`src/rtl/neuron_window_ctrl.sv`:
```
// Gathers 49 serial fp32 pixels into a 7x7 window, strobes it into neuron_unit, then argmaxes the four symbols.
// Window period 49+1+LATENCY+1 cycles; pix_ready stays low from FIRE until the result handshake completes.
module neuron_window_ctrl #(
  parameter int LATENCY = 4
) (
  input  logic         clk,
  input  logic         reset,
  input  logic         pix_valid,
  output logic         pix_ready,
  input  logic         pix_sof,
  input  logic [31:0]  pix_data,
  output logic         de_out,
  output logic [223:0] line_0_out,
  output logic [223:0] line_1_out,
  output logic [223:0] line_2_out,
  output logic [223:0] line_3_out,
  output logic [223:0] line_4_out,
  output logic [223:0] line_5_out,
  output logic [223:0] line_6_out,
  input  logic [31:0]  sym_0_in,
  input  logic [31:0]  sym_1_in,
  input  logic [31:0]  sym_2_in,
  input  logic [31:0]  sym_3_in,
  output logic         res_valid,
  input  logic         res_ready,
  output logic [1:0]   res_class,
  output logic [31:0]  res_score,
  output logic [15:0]  frame_cnt
);

  typedef enum logic [1:0] {S_LOAD, S_FIRE, S_WAIT, S_OUT} state_t;

  localparam logic [7:0] WAIT_LAST = 8'(LATENCY - 1);

  state_t        state_q, state_d;
  logic [2:0]    row_q, col_q, wr_row, wr_col;
  logic [7:0]    wr_lsb, wait_q;
  logic          accept, last_pix, wait_done, handshake;
  logic [223:0]  line_q [7];
  logic [31:0]   sym [4];
  logic [1:0]    best_idx;
  logic [31:0]   best_key;

  // Maps fp32 onto an unsigned key whose order matches the float order (-0 sorts below +0).
  function automatic logic [31:0] order_key(input logic [31:0] s);
    return s[31] ? ~s : (s ^ 32'h8000_0000);
  endfunction

  assign sym[0] = sym_0_in;
  assign sym[1] = sym_1_in;
  assign sym[2] = sym_2_in;
  assign sym[3] = sym_3_in;

  // A sof pixel always lands at (0,0), whatever the running count says.
  assign wr_row    = pix_sof ? 3'd0 : row_q;
  assign wr_col    = pix_sof ? 3'd0 : col_q;
  assign wr_lsb    = {3'd6 - wr_col, 5'd0};
  assign accept    = pix_valid & pix_ready;
  assign last_pix  = accept && (wr_row == 3'd6) && (wr_col == 3'd6);
  assign wait_done = (wait_q == WAIT_LAST);
  assign handshake = res_valid & res_ready;

  always_ff @(posedge clk) begin
    if (reset) state_q <= S_LOAD;
    else       state_q <= state_d;
  end

  always_comb begin
    state_d = state_q;
    case (state_q)
      S_LOAD: if (last_pix)  state_d = S_FIRE;
      S_FIRE:                state_d = S_WAIT;
      S_WAIT: if (wait_done) state_d = S_OUT;
      S_OUT:  if (res_ready) state_d = S_LOAD;
      default:               state_d = S_LOAD;
    endcase
  end

  always_comb begin
    pix_ready = (state_q == S_LOAD) && !reset;
    de_out    = (state_q == S_FIRE) && !reset;
    res_valid = (state_q == S_OUT)  && !reset;
  end

  // Lowest index wins ties because only a strictly larger key replaces the incumbent.
  always_comb begin
    best_idx = 2'd0;
    best_key = order_key(sym[0]);
    for (int i = 1; i < 4; i++) begin
      if (order_key(sym[i]) > best_key) begin
        best_idx = 2'(i);
        best_key = order_key(sym[i]);
      end
    end
  end

  always_ff @(posedge clk) begin
    if (reset) begin
      row_q     <= 3'd0;
      col_q     <= 3'd0;
      wait_q    <= 8'd0;
      res_class <= 2'd0;
      res_score <= 32'd0;
      frame_cnt <= 16'd0;
      for (int r = 0; r < 7; r++) line_q[r] <= 224'd0;
    end else begin
      if (accept) begin
        for (int r = 0; r < 7; r++) begin
          if (wr_row == 3'(r)) line_q[r][wr_lsb +: 32] <= pix_data;
        end
        // The count is parked at zero once the window is complete, ready for the next one.
        if (last_pix) begin
          row_q <= 3'd0;
          col_q <= 3'd0;
        end else if (wr_col == 3'd6) begin
          row_q <= wr_row + 3'd1;
          col_q <= 3'd0;
        end else begin
          row_q <= wr_row;
          col_q <= wr_col + 3'd1;
        end
      end
      wait_q <= (state_q == S_WAIT && !wait_done) ? wait_q + 8'd1 : 8'd0;
      if (state_q == S_WAIT && wait_done) begin
        res_class <= best_idx;
        res_score <= sym[best_idx];
      end
      if (handshake) frame_cnt <= frame_cnt + 16'd1;
    end
  end

  assign line_0_out = line_q[0];
  assign line_1_out = line_q[1];
  assign line_2_out = line_q[2];
  assign line_3_out = line_q[3];
  assign line_4_out = line_q[4];
  assign line_5_out = line_q[5];
  assign line_6_out = line_q[6];

endmodule

```
`config.mk`:
```
export PLATFORM = sky130hd
export DESIGN_NAME = neuron_window_ctrl
export DESIGN_NICKNAME = d
export VERILOG_FILES = /design/src/rtl/neuron_window_ctrl.sv
export SDC_FILE = /design/constraint.sdc
export NUM_CORES = 2
export LEC_CHECK = 0
export ABC_CLOCK_PERIOD_IN_PS = 11500
export BUFFER_PORTS_ARGS = -buffer_cell sky130_fd_sc_hd__buf_2
export CELL_PAD_IN_SITES_DETAIL_PLACEMENT = 0
export CELL_PAD_IN_SITES_GLOBAL_PLACEMENT = 2
export CORE_AREA = 2 2 688 690
export DETAILED_ROUTE_END_ITERATION = 12
export DIE_AREA = 0 0 690 692
export HOLD_SLACK_MARGIN = 0.02
export PLACE_DENSITY_LB_ADDON = 0.2
export SYNTH_ARGS = -nofsm -noshare
export SYNTH_HDL_FRONTEND = slang
export SYNTH_SLANG_ARGS = --single-unit
```
`constraint.sdc`:
```
create_clock -name clk -period 11.5 [get_ports clk]
set_input_delay 2.3 -clock clk [delete_from_list [all_inputs] [get_ports clk]]
set_output_delay 2.3 -clock clk [all_outputs]
set_load 0.01 [all_outputs]
```
=== Word-level counts from Yosys, hierarchy flattened ===
Memory sizes are Yosys's and may differ from the RTL's.
Cells that the tools add are included.

* Bitwise gates (word level): 1580
* Reductions and logical operators: 13
* Order comparisons: 4
* Add/sub/neg operators: 6
* Shift-type cells: 2
* Eq/ne operators: 14
* Multiplexer cells: 1620

{| class="wikitable"
|+ Operators by type and width
! cell !! number
|-
| 2-to-1 mux 1 bit || 1592
|-
| 2-to-1 mux 224 bit || 7
|-
| OR 1 bit || 1568
|-
| 2-to-1 mux 32 bit || 8
|-
| variable shift 32 x 10 -> 224 bit (first input constant) || 1
|-
| indexed part select 32 x 10 -> 224 bit || 1
|-
| inverter 32 bit || 4
|-
| greater-than comparator 32 bit || 3
|-
| binary-select mux 32 bit (select 2 bit) || 1
|-
| 2-to-1 mux 3 bit || 6
|-
| adder 16 x 1 -> 16 bit (second input constant) || 1
|-
| == test 3 bit (second input constant) || 4
|-
| 2-to-1 mux 2 bit || 5
|-
| negator 8 -> 10 bit || 1
|-
| adder 8 x 1 -> 8 bit (second input constant) || 1
|-
| == test 8 x 2 -> 1 bit (second input constant) || 1
|-
| case mux 2 bit (4 select lines) || 1
|-
| logical AND 1 bit || 7
|-
| adder 3 x 1 -> 3 bit (second input constant) || 2
|-
| == test 3 x 2 -> 1 bit (second input constant) || 2
|-
| inequality test 2 bit (second input constant) || 3
|-
| inverter 1 bit || 5
|-
| == test 2 bit (second input constant) || 2
|-
| == test 3 x 1 -> 1 bit (second input constant) || 1
|-
| 10 further kinds || 12
|}

* Memory bits (writable): 1568
* Input bits: 165
* Memories: 1
* Logic and storage cells: 3247
* Flip-flop bits (word level): 66
* Output and inout bits: 1621

{| class="wikitable"
|+ Memory list
! name !! words !! bits a word !! rd ports !! clocked after memory_dff !! write ports !! line !! source
|-
| line_q || 7 || 224 || 7 || 0 || 7 || 39 || <nowiki>logic [223:0] line_q [7];</nowiki>
|}

=== Depth between registers and ports, before layout ===
* Depth in word-level cells: 12
* Depth in mapped cells: 35
* Gate-level depth less buffers: 27

=== Least setup slack after synthesis ===
OpenSTA, ideal clock, no wires.

* Kind: input to register
* From: input sym_1_in[31]
* To: register res_score[10]
* Arrival time: 8.801 ns
* Buffers on the path: 8
* Path slack: 2.566 ns
* Stages: 33
* Setup time: 0.133 ns
* Required time: 11.367 ns
* Cells stage by stage: buf_2 buf_1 xor2_1 ha_1 nand4_1 nor4_2 nand4_1 a21boi_1 a31oi_2 buf_6 buf_6 o21ai_2 ha_1 and3_1 a221oi_1 nor2b_1 a211o_1 a211o_1 and2_1 buf_2 clkbuf_1 o21a_1 ha_1 nand2_1 or2_0 nor4_1 a31o_2 o211ai_2 or2_2 buf_2 buf_2 o221ai_1 a21oi_1

* Word-level cells in the longest chain between the ends: 12
* Elaborated cells between the ends (all ways): 15
* Classes of those cells: 3 x order compare; 9 x mux; 3 x bitwise

{| class="wikitable"
|+ RTL lines
! item !! line !! source
|-
| start, declared || 21 || <nowiki>input logic [31:0] sym_1_in,</nowiki>
|-
| inverter 1 bit (no line) / inverter 32 bit (equally long branches) || -- ||
|-
| 2-to-1 mux 32 bit * || 46 || <nowiki>return s[31] ? ~s : (s ^ 32'h8000_0000);</nowiki>
|-
| greater-than comparator 32 bit || 90 || <nowiki>if (order_key(sym[i]) > best_key) begin</nowiki>
|-
| 2-to-1 mux 32 bit || 90 ||
|-
| greater-than comparator 32 bit || 90 ||
|-
| 2-to-1 mux 32 bit || 90 ||
|-
| greater-than comparator 32 bit || 90 ||
|-
| 2-to-1 mux 2 bit * || 90 ||
|-
| inverter 2 -> 3 bit (implied by the code) * || 126 || <nowiki>res_score <= sym[best_idx];</nowiki>
|-
| binary-select mux 32 bit (select 2 bit) * || 126 ||
|-
| 2-to-1 mux 32 bit (implied by the code) * (2 in a row) || 126 ||
|-
| end signal, assigned || 126 ||
|-
| end, declared || 27 || <nowiki>output logic [31:0] res_score,</nowiki>
|}

Every way passes the cells marked *; elsewhere a longest branch is shown, timed or not. The select of a mux whose other input is x is not followed.
A chain may end at the register's enable or synchronous reset.

=== Final worst setup path ===
* From: input sym_0_in[31]
* To: register res_score[25]

* Word-level cells in the longest chain between the ends: 12
* Elaborated cells between the ends (all ways): 15
* Classes of those cells: 3 x order compare; 9 x mux; 3 x bitwise

{| class="wikitable"
|+ RTL lines
! item !! line !! source
|-
| start, declared || 20 || <nowiki>input logic [31:0] sym_0_in,</nowiki>
|-
| inverter 1 bit (no line) / inverter 32 bit (equally long branches) || -- ||
|-
| 2-to-1 mux 32 bit * || 46 ||
|-
| greater-than comparator 32 bit || 90 ||
|-
| 2-to-1 mux 32 bit || 90 ||
|-
| greater-than comparator 32 bit || 90 ||
|-
| 2-to-1 mux 32 bit || 90 ||
|-
| greater-than comparator 32 bit || 90 ||
|-
| 2-to-1 mux 2 bit * || 90 ||
|-
| inverter 2 -> 3 bit (implied by the code) * || 126 ||
|-
| binary-select mux 32 bit (select 2 bit) * || 126 ||
|-
| 2-to-1 mux 32 bit (implied by the code) * (2 in a row) || 126 ||
|}

Marked as above.

==> metrics.csv <==
stage,metric,value,unit
outcome,status,completed,
critical_path,cp_slowest_cell,or2_2,
cts,path_clk_slew,60,ps
critical_path,cpMostUsedCell,buf_4,
synth,ys_types,60,
power,fin_total_pwr,15200,µW
placement,globalplace.congestion,0.908,
synth,syn_area_per_cell,13.7,µm²
critical_path,slowest_delay,800,ps
critical_path,path_max_fanout,31,
sta,slew_headroom,18.7,%
critical_path,required,12330,ps
flow_run,cap_violations,0,
cts,numCtsBuffers,208,
die,placementRows,252,
final_layout,fill_cells,51793,
cts,worstSkewPairLatency,910,ps
synth,ys.flop_type,edfxtp_1,
synth,synth.area.top_cells,"edfxtp_1 (74%), nor2_1 (8.2%), and2_1 (2.8%)",
die,core,470000,µm²
routing,first_pass_iters,5,
critical_path,r2r-start,col_q[1]$_SDFFE_PP0P_,
routing,antenna_left,0,
global_route,grt_usage,17.1,%
routing,wl_per_cell,32.7,µm
synth,synth_cells,4648,
cts,cts_hold_buf,0,
global_route,grt_max_degree,80,
sta,fmax,98.7,MHz
cts,post_cts_resize_count,0,
placement,port_buffers,1785,
power,ir_worst_vdd,0.125,mV
sta,finalCritPeriodShare,88.1,%
placement,placed_area,80700,µm²
final_layout,postLayoutCellArea,87700,µm²
sta,setup_viol,0,
final_layout,nNetsFinal,6765,
cts,clkSinkCount,1634,
global_route,grt_pass1_vias,46830,
die,die_y,692,µm
sta,setup_tns,0,ps
die,dieArea,477000,µm²
power,leakage,0.0339,µW
sta,drv_slew,0,
routing,drtIter0Drc,3669,
sta,worst_pin_slew,1220,ps
cts,cts_buffer_depth,4,
final_layout,layout-drive-gt1-share,35.5,%
critical_path,path_class,primary input to flop,
critical_path,reg2reg_to,line_q[0][26]$_SDFFCE_PN0P_,
synth,synth_seq_cells,1634,
cts,cts-htree-levels,4,
synth,yosysWarnings,0,
sta,fin_ws,1360,ps
sta,hold_viol,0,
min_path,hold_path_class,flop to flop,
placement,pre_cts_ws,422,ps
final_layout,layout_commonest_cell,buf_2,
sta,period_needed,10140,ps
critical_path,ff2ff_path_depth,7,
sta,fin_skew,65.1,ps
synth,synth_top_area_share,73.9,%
global_route,grt.overflow.total,0,
synth,async_reset_ff_share,0,%
routing,drc,0,
synth,synth_fp_nets,4926,
cts,postCtsSetupRepairBufs,0,
critical_path,rrSetupSlack,6170,ps
final_layout,final_cell_mix,"buf_2 (1,766), edfxtp_1 (1,568), nor2_1 (1,389), and2_1 (286), nand2_1 (251)",
synth,synth_area_leader_cell,edfxtp_1,
critical_path,setup.worst_path.end,res_score[25]$_SDFFE_PP0P_,
routing,vias_per_cell,3.56,
synth,synth-edff-count,1568,
cts,cts_root_buffer,clkbuf_16,
critical_path,crit_start,sym_0_in[31],
final_layout,fin_util,18.7,%
power,power_density,173,nW/µm²
die,ioPinCount,1786,
die,start_util,13.6,%
critical_path,cp-end-kind,flop,
synth,synth.cell_area,63700,µm²
global_route,antenna_found_initial,101,
final_layout,area_growth,37.7,%
routing,wl,426,mm
critical_path,critPathArrivalTime,10960,ps
die,die_w,690,µm
synth,ys_seq_area_share,76.0,%
critical_path,start_kind,primary input,
global_route,grt_pass1_wl,534,mm
sta,rsz0062_at_grt,no,
routing,dr_total_vias,46363,
placement,dp_hpwl,309,mm
cts,cts_tree,done,
-- synthesized netlist by cell type (3+ instances only) --
cell type     n
a211o_1       3
a211oi_1      7
a21o_1       26
a21oi_1      71
a22oi_1       3
and2_0        3
and2_1      289
and3_1       19
buf_1        24
buf_2        27
buf_6         6
buf_8         3
clkbuf_1    251
dfxtp_1      66
edfxtp_1   1568
ha_1        113
inv_1        21
mux2i_1      34
nand2_1     276
nand2b_1     58
nand3_1      21
nand3b_1      3
nand4_1      18
nor2_1     1399
nor2b_1       9
nor3_1       13
o211ai_1      6
o21a_1       31
o21ai_0      27
o21ai_1       3
o21ai_2      26
o21bai_1      5
o221ai_1     31
or2_2        10
or3_1         5
xnor2_1      38
xor2_1      106
-- sequential cells by signal, summed over array words and instances (netlist names) --
name,flops
wait_q,8
col_q,3
row_q,3
res_class,2
line_q,1568
frame_cnt,16
res_score,32
state_q,2
-- metrics by stage --
step / hold slack, ps / std cells
after floorplan: 437 / 4648
after global placement: 470 / 12499
after detailed placement: 470 / 12500
after CTS: 485 / 12876
after global routing: 501 / 12982
final: 490 / 13011
-- worst max-delay path, delay by kind of cell --
family | cells | cell delay [ps]
buf+inv | 6 | 2020
fa+ha+maj | 3 | 940
xor+xnor | 1 | 180
compound gates | 9 | 1840
simple gates | 12 | 3650
-- worst min-delay path by stage --
| stage | slack [ps] | startpoint | endpoint | cells after the start |
|---|---|---|---|---|
| CTS | 480 | wait_q[0]$_SDFF_PP0_ | wait_q[0]$_SDFF_PP0_ | 1 |
| finish | 490 | row_q[2]$_SDFFE_PP0P_ | row_q[2]$_SDFFE_PP0P_ | 2 |
| detailed placement | 470 | wait_q[0]$_SDFF_PP0_ | wait_q[0]$_SDFF_PP0_ | 1 |
| global route | 500 | row_q[0]$_SDFFE_PP0P_ | row_q[0]$_SDFFE_PP0P_ | 1 |
| floorplan | 440 | wait_q[0]$_SDFF_PP0_ | wait_q[0]$_SDFF_PP0_ | 1 |
| global placement | 470 | wait_q[0]$_SDFF_PP0_ | wait_q[0]$_SDFF_PP0_ | 1 |
-- area by class of cell --
class / count / area [µm²] / area share [%]
diodes: 135 / 338 / 0.385
clock buffers: 256 / 5440 / 6.20
clock inverters: 120 / 1220 / 1.39
inverters: 21 / 78.8 / 0.0898
multi-input cells: 2681 / 14300 / 16.3
flip-flops and latches: 1634 / 48400 / 55.2
well taps: 6223 / 7790 / 8.87
repair buffers: 1941 / 10200 / 11.6
-- kinds of logic after synthesis --
| kind of cell | after synthesis | synth area share, % |
|---|---|---|
| DFF | 1634 | 76.0 |
| muxes | 35 | 0.552 |
| adders and majority gates | 113 | 2.22 |
| AOI/OAI and AO/OA | 254 | 2.75 |
| buffers and inverters | 333 | 2.14 |
| xor gates and xnor gates | 145 | 2.01 |
| and+or+nand+nor | 2134 | 14.4 |
-- where the power goes --
| group | internal [µW] | total [µW] | switching, µW |
|---|---|---|---|
| logic | 446 | 1730 | 1290 |
| clock network | 3790 | 6630 | 2850 |
| registers | 6750 | 6830 | 80.0 |
| total | 11000 | 15200 | 4220 |
-- per-layer routing --
layer	part of all wire, %	track usage, %
met1	39	20.0
met2	50	30.1
met3	7.4	4.83
met4	3.5	5.55
met5	0.018	0
No activity file was read; power rests on OpenSTA's default activity.
